==> config.mk <==
export PLATFORM = sky130hd
export DESIGN_NAME = stage_timing_io_flat
export DESIGN_NICKNAME = d
export VERILOG_FILES = /design/src/rtl/chipset_pkg.sv /design/src/rtl/stage_timing_io_if.sv /design/src/rtl/stage_timing_io_idev_sync.sv /design/src/rtl/stage_timing_io.sv /design/src/flat_wrapper.sv
export SDC_FILE = /design/constraint.sdc
export NUM_CORES = 1
export LEC_CHECK = 0
export ABC_CLOCK_PERIOD_IN_PS = 1100
export BUFFER_PORTS_ARGS = -buffer_cell sky130_fd_sc_hd__buf_2
export CORE_UTILIZATION = 45
export DETAILED_ROUTE_END_ITERATION = 10
export PLACE_DENSITY = 0.76
export SLEW_MARGIN = 20
export SYNTH_ARGS = -nofsm -noshare
export SYNTH_HDL_FRONTEND = slang
export SYNTH_SLANG_ARGS = --single-unit
==> constraint.sdc <==
create_clock -name clk -period 1.1 [get_ports clk]
set_input_delay 0.055 -clock clk [delete_from_list [all_inputs] [get_ports clk]]
set_output_delay 0.055 -clock clk [all_outputs]
set_load 0.01 [all_outputs]
==> src/rtl/chipset_pkg.sv <==
// Shared definitions for the four-stage processor chipset support logic.
// Holds the bus widths, the stage index constants, the input-device
// addresses and the stage-to-strobe decode used by stage_timing_io.
package chipset_pkg;

  localparam int STAGE_W     = 2;
  localparam int ADDR_W      = 16;
  localparam int WORD_W      = 32;
  localparam int IDEV_ADDR_W = 8;

  localparam logic [STAGE_W-1:0] STAGE0 = 2'd0;
  localparam logic [STAGE_W-1:0] STAGE1 = 2'd1;
  localparam logic [STAGE_W-1:0] STAGE2 = 2'd2;
  localparam logic [STAGE_W-1:0] STAGE3 = 2'd3;

  localparam logic [IDEV_ADDR_W-1:0] IDEV0_ADDR = 8'h00;
  localparam logic [IDEV_ADDR_W-1:0] IDEV1_ADDR = 8'h01;

  // One-hot strobe for a stage index. The strobe vector is ascending
  // ([0:3]), so the leftmost literal bit is stage 0.
  function automatic logic [0:3] phase_decode(input logic [STAGE_W-1:0] stage);
    logic [0:3] ph;
    ph = 4'b1000 >> stage;
    return ph;
  endfunction

endpackage

==> src/rtl/stage_timing_io_if.sv <==
// Bus bundle between the stage datapath and stage_timing_io.
//   A0..A3       : RAM address proposed by each stage
//   S            : address-mux select (normally the current stage index)
//   value        : selected RAM address
//   idev_address : input-device address from STAGE1
//   idev_value   : read data for idev_address
// master = datapath side (drives addresses/selects), slave = this block.
interface stage_timing_io_if;
  import chipset_pkg::*;

  logic [ADDR_W-1:0]      A0;
  logic [ADDR_W-1:0]      A1;
  logic [ADDR_W-1:0]      A2;
  logic [ADDR_W-1:0]      A3;
  logic [STAGE_W-1:0]     S;
  logic [ADDR_W-1:0]      value;
  logic [IDEV_ADDR_W-1:0] idev_address;
  logic [WORD_W-1:0]      idev_value;

  modport master (
    output A0, A1, A2, A3, S, idev_address,
    input  value, idev_value
  );

  modport slave (
    input  A0, A1, A2, A3, S, idev_address,
    output value, idev_value
  );

endinterface

==> src/rtl/stage_timing_io_idev_sync.sv <==
// idev_sync: two-flop synchronizer for one input device word.
//   clk     : system clock
//   reset_n : synchronous active-low reset, clears both flop stages
//   d_i     : raw (asynchronous) device value
//   q_o     : synchronized value, two rising edges behind d_i
module idev_sync
  import chipset_pkg::*;
(
  input  logic              clk,
  input  logic              reset_n,
  input  logic [WORD_W-1:0] d_i,
  output logic [WORD_W-1:0] q_o
);

  logic [WORD_W-1:0] meta_p0_q;
  logic [WORD_W-1:0] sync_p1_q;

  always_ff @(posedge clk) begin
    if (!reset_n) begin
      meta_p0_q <= '0;
      sync_p1_q <= '0;
    end else begin
      // first flop may go metastable; second flop gives it a cycle to settle
      meta_p0_q <= d_i;
      sync_p1_q <= meta_p0_q;
    end
  end

  assign q_o = sync_p1_q;

endmodule

==> src/rtl/stage_timing_io.sv <==
// stage_timing_io: pipeline support block for the four-stage chipset.
// Generates the free-running stage index and one-hot stage strobes,
// multiplexes the active stage's RAM address, and serves reads of the
// synchronized input-device values.
//   clk            : system clock, all state on the rising edge
//   reset_n        : synchronous active-low reset
//   bus            : slave side of stage_timing_io_if (A0..A3, S, value,
//                    idev_address, idev_value)
//   device0_values : raw value of input device 0
//   device1_values : raw value of input device 1
//   clk_phase      : one-hot stage strobe, clk_phase[i] high in stage i
//   clk_stage      : current stage index 0..3
module stage_timing_io
  import chipset_pkg::*;
#(
  parameter int NUM_STAGES = 4,
  parameter int NUM_IDEV   = 2
) (
  input  logic               clk,
  input  logic               reset_n,
  stage_timing_io_if.slave   bus,
  input  logic [WORD_W-1:0]  device0_values,
  input  logic [WORD_W-1:0]  device1_values,
  output logic [0:3]         clk_phase,
  output logic [STAGE_W-1:0] clk_stage
);

  logic [STAGE_W-1:0] stage_q;
  logic [STAGE_W-1:0] stage_d;
  logic [0:3]         phase_q;
  logic [0:3]         phase_d;

  logic [WORD_W-1:0]  dev_raw  [NUM_IDEV];
  logic [WORD_W-1:0]  dev_sync [NUM_IDEV];

  // Stage counter: free-running, wraps after the last stage.
  always_comb begin
    if (stage_q == STAGE_W'(NUM_STAGES - 1)) begin
      stage_d = STAGE0;
    end else begin
      stage_d = stage_q + STAGE_W'(1);
    end
    // decoded from the next index so the registered strobe lines up
    // with the registered index
    phase_d = phase_decode(stage_d);
  end

  always_ff @(posedge clk) begin
    if (!reset_n) begin
      stage_q <= STAGE0;
      phase_q <= phase_decode(STAGE0);
    end else begin
      stage_q <= stage_d;
      phase_q <= phase_d;
    end
  end

  assign clk_stage = stage_q;
  assign clk_phase = phase_q;

  // Address mux: zero latency, every select code is meaningful.
  always_comb begin
    bus.value = bus.A0;
    case (bus.S)
      STAGE0:  bus.value = bus.A0;
      STAGE1:  bus.value = bus.A1;
      STAGE2:  bus.value = bus.A2;
      STAGE3:  bus.value = bus.A3;
      default: bus.value = bus.A0;
    endcase
  end

  // Input devices: synchronize each raw word, then decode combinationally.
  assign dev_raw[0] = device0_values;
  assign dev_raw[1] = device1_values;

  for (genvar g = 0; g < NUM_IDEV; g++) begin : g_idev
    idev_sync u_sync (
      .clk     (clk),
      .reset_n (reset_n),
      .d_i     (dev_raw[g]),
      .q_o     (dev_sync[g])
    );
  end

  always_comb begin
    bus.idev_value = '0;
    case (bus.idev_address)
      IDEV0_ADDR: bus.idev_value = dev_sync[0];
      IDEV1_ADDR: bus.idev_value = dev_sync[1];
      default:    bus.idev_value = '0;
    endcase
  end

endmodule

==> src/flat_wrapper.sv <==
// flat-port wrapper written by rule: the top's interface ports become plain ports
module stage_timing_io_flat import chipset_pkg::*;
#(
  parameter int NUM_STAGES = 4,
  parameter int NUM_IDEV   = 2
)
  (clk, reset_n, device0_values, device1_values, clk_phase, clk_stage, bus_A0, bus_A1, bus_A2, bus_A3, bus_S, bus_idev_address, bus_value, bus_idev_value);
  stage_timing_io_if bus_i ();
  input  logic clk;
  input  logic reset_n;
  input  logic [WORD_W-1:0] device0_values;
  input  logic [WORD_W-1:0] device1_values;
  output logic [0:3] clk_phase;
  output logic [STAGE_W-1:0] clk_stage;
  input wire logic [$bits(bus_i.A0)-1:0] bus_A0;
  input wire logic [$bits(bus_i.A1)-1:0] bus_A1;
  input wire logic [$bits(bus_i.A2)-1:0] bus_A2;
  input wire logic [$bits(bus_i.A3)-1:0] bus_A3;
  input wire logic [$bits(bus_i.S)-1:0] bus_S;
  input wire logic [$bits(bus_i.idev_address)-1:0] bus_idev_address;
  output wire logic [$bits(bus_i.value)-1:0] bus_value;
  output wire logic [$bits(bus_i.idev_value)-1:0] bus_idev_value;
  assign bus_i.A0 = bus_A0;
  assign bus_i.A1 = bus_A1;
  assign bus_i.A2 = bus_A2;
  assign bus_i.A3 = bus_A3;
  assign bus_i.S = bus_S;
  assign bus_i.idev_address = bus_idev_address;
  assign bus_value = bus_i.value;
  assign bus_idev_value = bus_i.idev_value;
  stage_timing_io #(.NUM_STAGES(NUM_STAGES), .NUM_IDEV(NUM_IDEV)) u_core (.clk(clk), .reset_n(reset_n), .bus(bus_i), .device0_values(device0_values), .device1_values(device1_values), .clk_phase(clk_phase), .clk_stage(clk_stage));
endmodule
==> metrics.md <==
| Metric | Value |
|---|---|
| Status | `complete, but fails checks` |
| Failing checks | `negative setup slack` |
| GRT Total Usage | `21.9%` |
| Fin Clk Skew | `4.57 ps` |
| Io pins | `194` |
| Number of global-route vias before repair | `3767` |
| Largest net degree at the start of global routing | `79` |
| Setup Fix Bufs, Post-CTS | `0` |
| Detailed Place HPWL | `7.33 mm` |
| Worst-Skew Late Latency | `500 ps` |
| Hold slack | `291 ps` |
| Final Non-Filler Cells | `784` |
| Avg Inst Size Synth | `12.3 um^2` |
| Tcrit/Tclk final | `120%` |
| Worst-Margin Slew | `344 ps` |
| Commonest cells in the netlist | `dfxtp_1, and2_1, mux2i_1, nor3_2, clkbuf_1` |
| Pwr/cell area | `1630 nW/um^2` |
| Max_cap viols | `0` |
| Final slew viol count | `0` |
| Setup TNS | `-5960 ps` |
| Most numerous cell in the Yosys netlist | `dfxtp_1` |
| Placed Instances | `687` |
| Worst setup margin | `-216 ps` |
| RR Startpoint | `u_core.clk_stage[0]` |
| Clock buffer depth | `2` |
| Length in cells of the worst reg-to-reg path | `3` |
| Async set-reset flop share out of synthesis | `0%` |
| Core footprint | `9950 um^2` |
| Final setup viols | `32` |
| Crit Path Max Fanout | `17` |
| DRT Pass-1 Iters | `4` |
| Nature of the critical path endpoint | `output pin` |
| Syn_nets | `522` |
| Die height | `104 um` |
| Post-synth top area share | `57.1%` |
| Die width | `104 um` |
| Post-DR vias/cell | `4.55` |
| Setup crit start kind | `input pin` |
| Cell variety after synth | `18` |
| Via count | `3568` |
| Crit. Startpoint | `bus_idev_address[5]` |
| WL per Instance | `15.0 um` |
| Largest area contributor in the netlist | `dfxtp_1` |
| CTS tree | `yes` |
| Fmax | `0.760 GHz` |
| DRT Wirelength | `11.8 mm` |
| VDD IR max | `1.15 mV` |
| Crit path required time | `1040 ps` |
| Warnings, synthesis | `0` |
| Hold Path Depth | `3` |
| CP arrival | `1260 ps` |
| Starting Density | `47.2%` |
| Layout cell share with drive strength beyond 1 | `46.3%` |
| Cell Area, Synth | `4700 um^2` |
| CTS Root Cell | `clkbuf_8` |
| Grt ovf | `0` |
| Final instance area | `7190 um^2` |
| IO Port Bufs | `193` |
| First-pass GRT wire length | `18.0 mm` |
| Nets | `779` |
| Min-Delay Startpoint | `device1_values[29]` |
| First DRT Iteration DRCs | `97` |
| Dpl cell area | `5840 um^2` |
| Endpoints failing hold | `0` |
| WS Path Type | `in2out` |
| Clk pin slew, worst setup/hold paths | `60 ps` |
| Rows | `36` |
| Hold crit path type | `in2reg` |
| Area growth from synthesis to layout | `53.1%` |
| Antenna violations before repair | `1` |
| Number of synthesized flops with an enable pin | `0` |
| Final min period | `1320 ps` |
| Die Footprint | `10900 um^2` |
| Slew margin rel. | `77.0%` |
| Filler cell count | `699` |
| Sink Count | `134` |
| Sequential fraction of the synthesis area | `57.1%` |
| Top_reg_cell synth | `dfxtp_1` |
| DRC Markers | `0` |
| H-tree levels | `4` |
| RSZ-0062 raised after global routing | `true` |
| Post-route ant nets | `0` |
| CTS buffer count | `17` |
| Post-Syn Instances | `381` |
| Post-synthesis register bit count | `134` |
| Leakage | `0.00323 uW` |
| Routability congestion estimate | `0.779` |
| Largest cells by area after synthesis | `dfxtp_1, and2_1, mux4_2` |
[metrics by stage]
step	power [uW]	setup WS, ps	utilization (%)
after floorplan	5760	-39.7	-
after global placement	6190	-187	58.7
after detailed placement	6220	-224	58.7
after CTS	11700	-211	71.6
after global routing	12100	-256	72.3
final	11700	-216	72.3
[per-layer routing]
metal  GRT usage (%)  wire length (um)  share of wire (%)  up-vias
met5               0                 0                  0        -
li1                -                 -                  -     1766
met2            44.1              6650                 57      136
met4            9.29               378                3.2        0
met3            5.01               514                4.4       22
met1            20.7              4210                 36     1644
[critical path, stage by stage]
cell    delay, ps
buf_6          90
or4_4         580
buf_12        190
nor3_2        190
buf_2         160
[power by group]
group / total (uW) / internal, uW / switching [uW] / leakage (uW)
registers: 5180 / 5100 / 73.6 / 0.00111
logic: 1210 / 725 / 484 / 0.00185
clock network: 5310 / 3240 / 2070 / 0.000272
total: 11700 / 9060 / 2630 / 0.00323
[path summary, 6_finish.rpt]
path / end / slack, ps
hold / removal: u_core.g_idev[1].u_sync.meta_p0_q[29] / 290
setup / recovery: bus_idev_value[1] / -220
hold reg to reg: u_core.g_idev[0].u_sync.q_o[5] / 430
setup reg to reg: u_core.clk_phase[2] / 60
[cell families (layout without fill, tap and decap cells)]
kind of cell,count (synthesis),in the layout,synth area share (%)
DFF,134,134,57.1
muxes,48,48,14.5
other,0,1,0
buffers and inverters,30,299,3.30
adders and majority gates,1,1,0.266
AOI/OAI and AO/OA,1,1,0.160
and+or+nand+nor,167,167,24.7
[timing repair]
item | in CTS | in global routing
resized for setup | 13 | 14
hold buffers | 65 | 0
hold endpoints to repair | 69 | 0
setup endpoints to repair | 33 | 35
cloned | 1 | 0
pin swaps | 0 | 2
[area by class of cell]
| type | instances | area (um^2) | share of cell area, % |
|---|---|---|---|
| Sequential cell | 134 | 2690 | 37.4 |
| Timing Repair Buffer | 268 | 1820 | 25.3 |
| Antenna cell | 1 | 2.50 | 0.0348 |
| Clock inverter | 13 | 146 | 2.03 |
| Clock buffer | 18 | 418 | 5.81 |
| Multi-Input combinational cell | 217 | 1950 | 27.1 |
| Tap cell | 133 | 166 | 2.31 |
[sequential cells by signal (all words and copies together), names as in the netlist]
name and flops:
u_core.g_idev.u_sync.q_o 64, u_core.g_idev.u_sync.meta_p0_q 64, u_core.clk_stage 2, u_core.clk_phase 4
[cell usage in the layout (no fill, tap or decap), types with 2 or more instances in the layout]
cell           instances
mux2i_1               22
dlygate4sd3_1         65
dfxtp_2                6
clkinvlp_4             2
mux2i_4                2
clkinv_2               2
clkbuf_16             16
buf_6                  2
and2_1               130
inv_6                  4
bufinv_16              2
dfxtp_1              127
buf_4                  2
buf_2                191
mux4_2                16
buf_12                 7
mux2i_2                8
nor3_2                30
clkinv_4               3
Power figures use the tool's default switching activity.
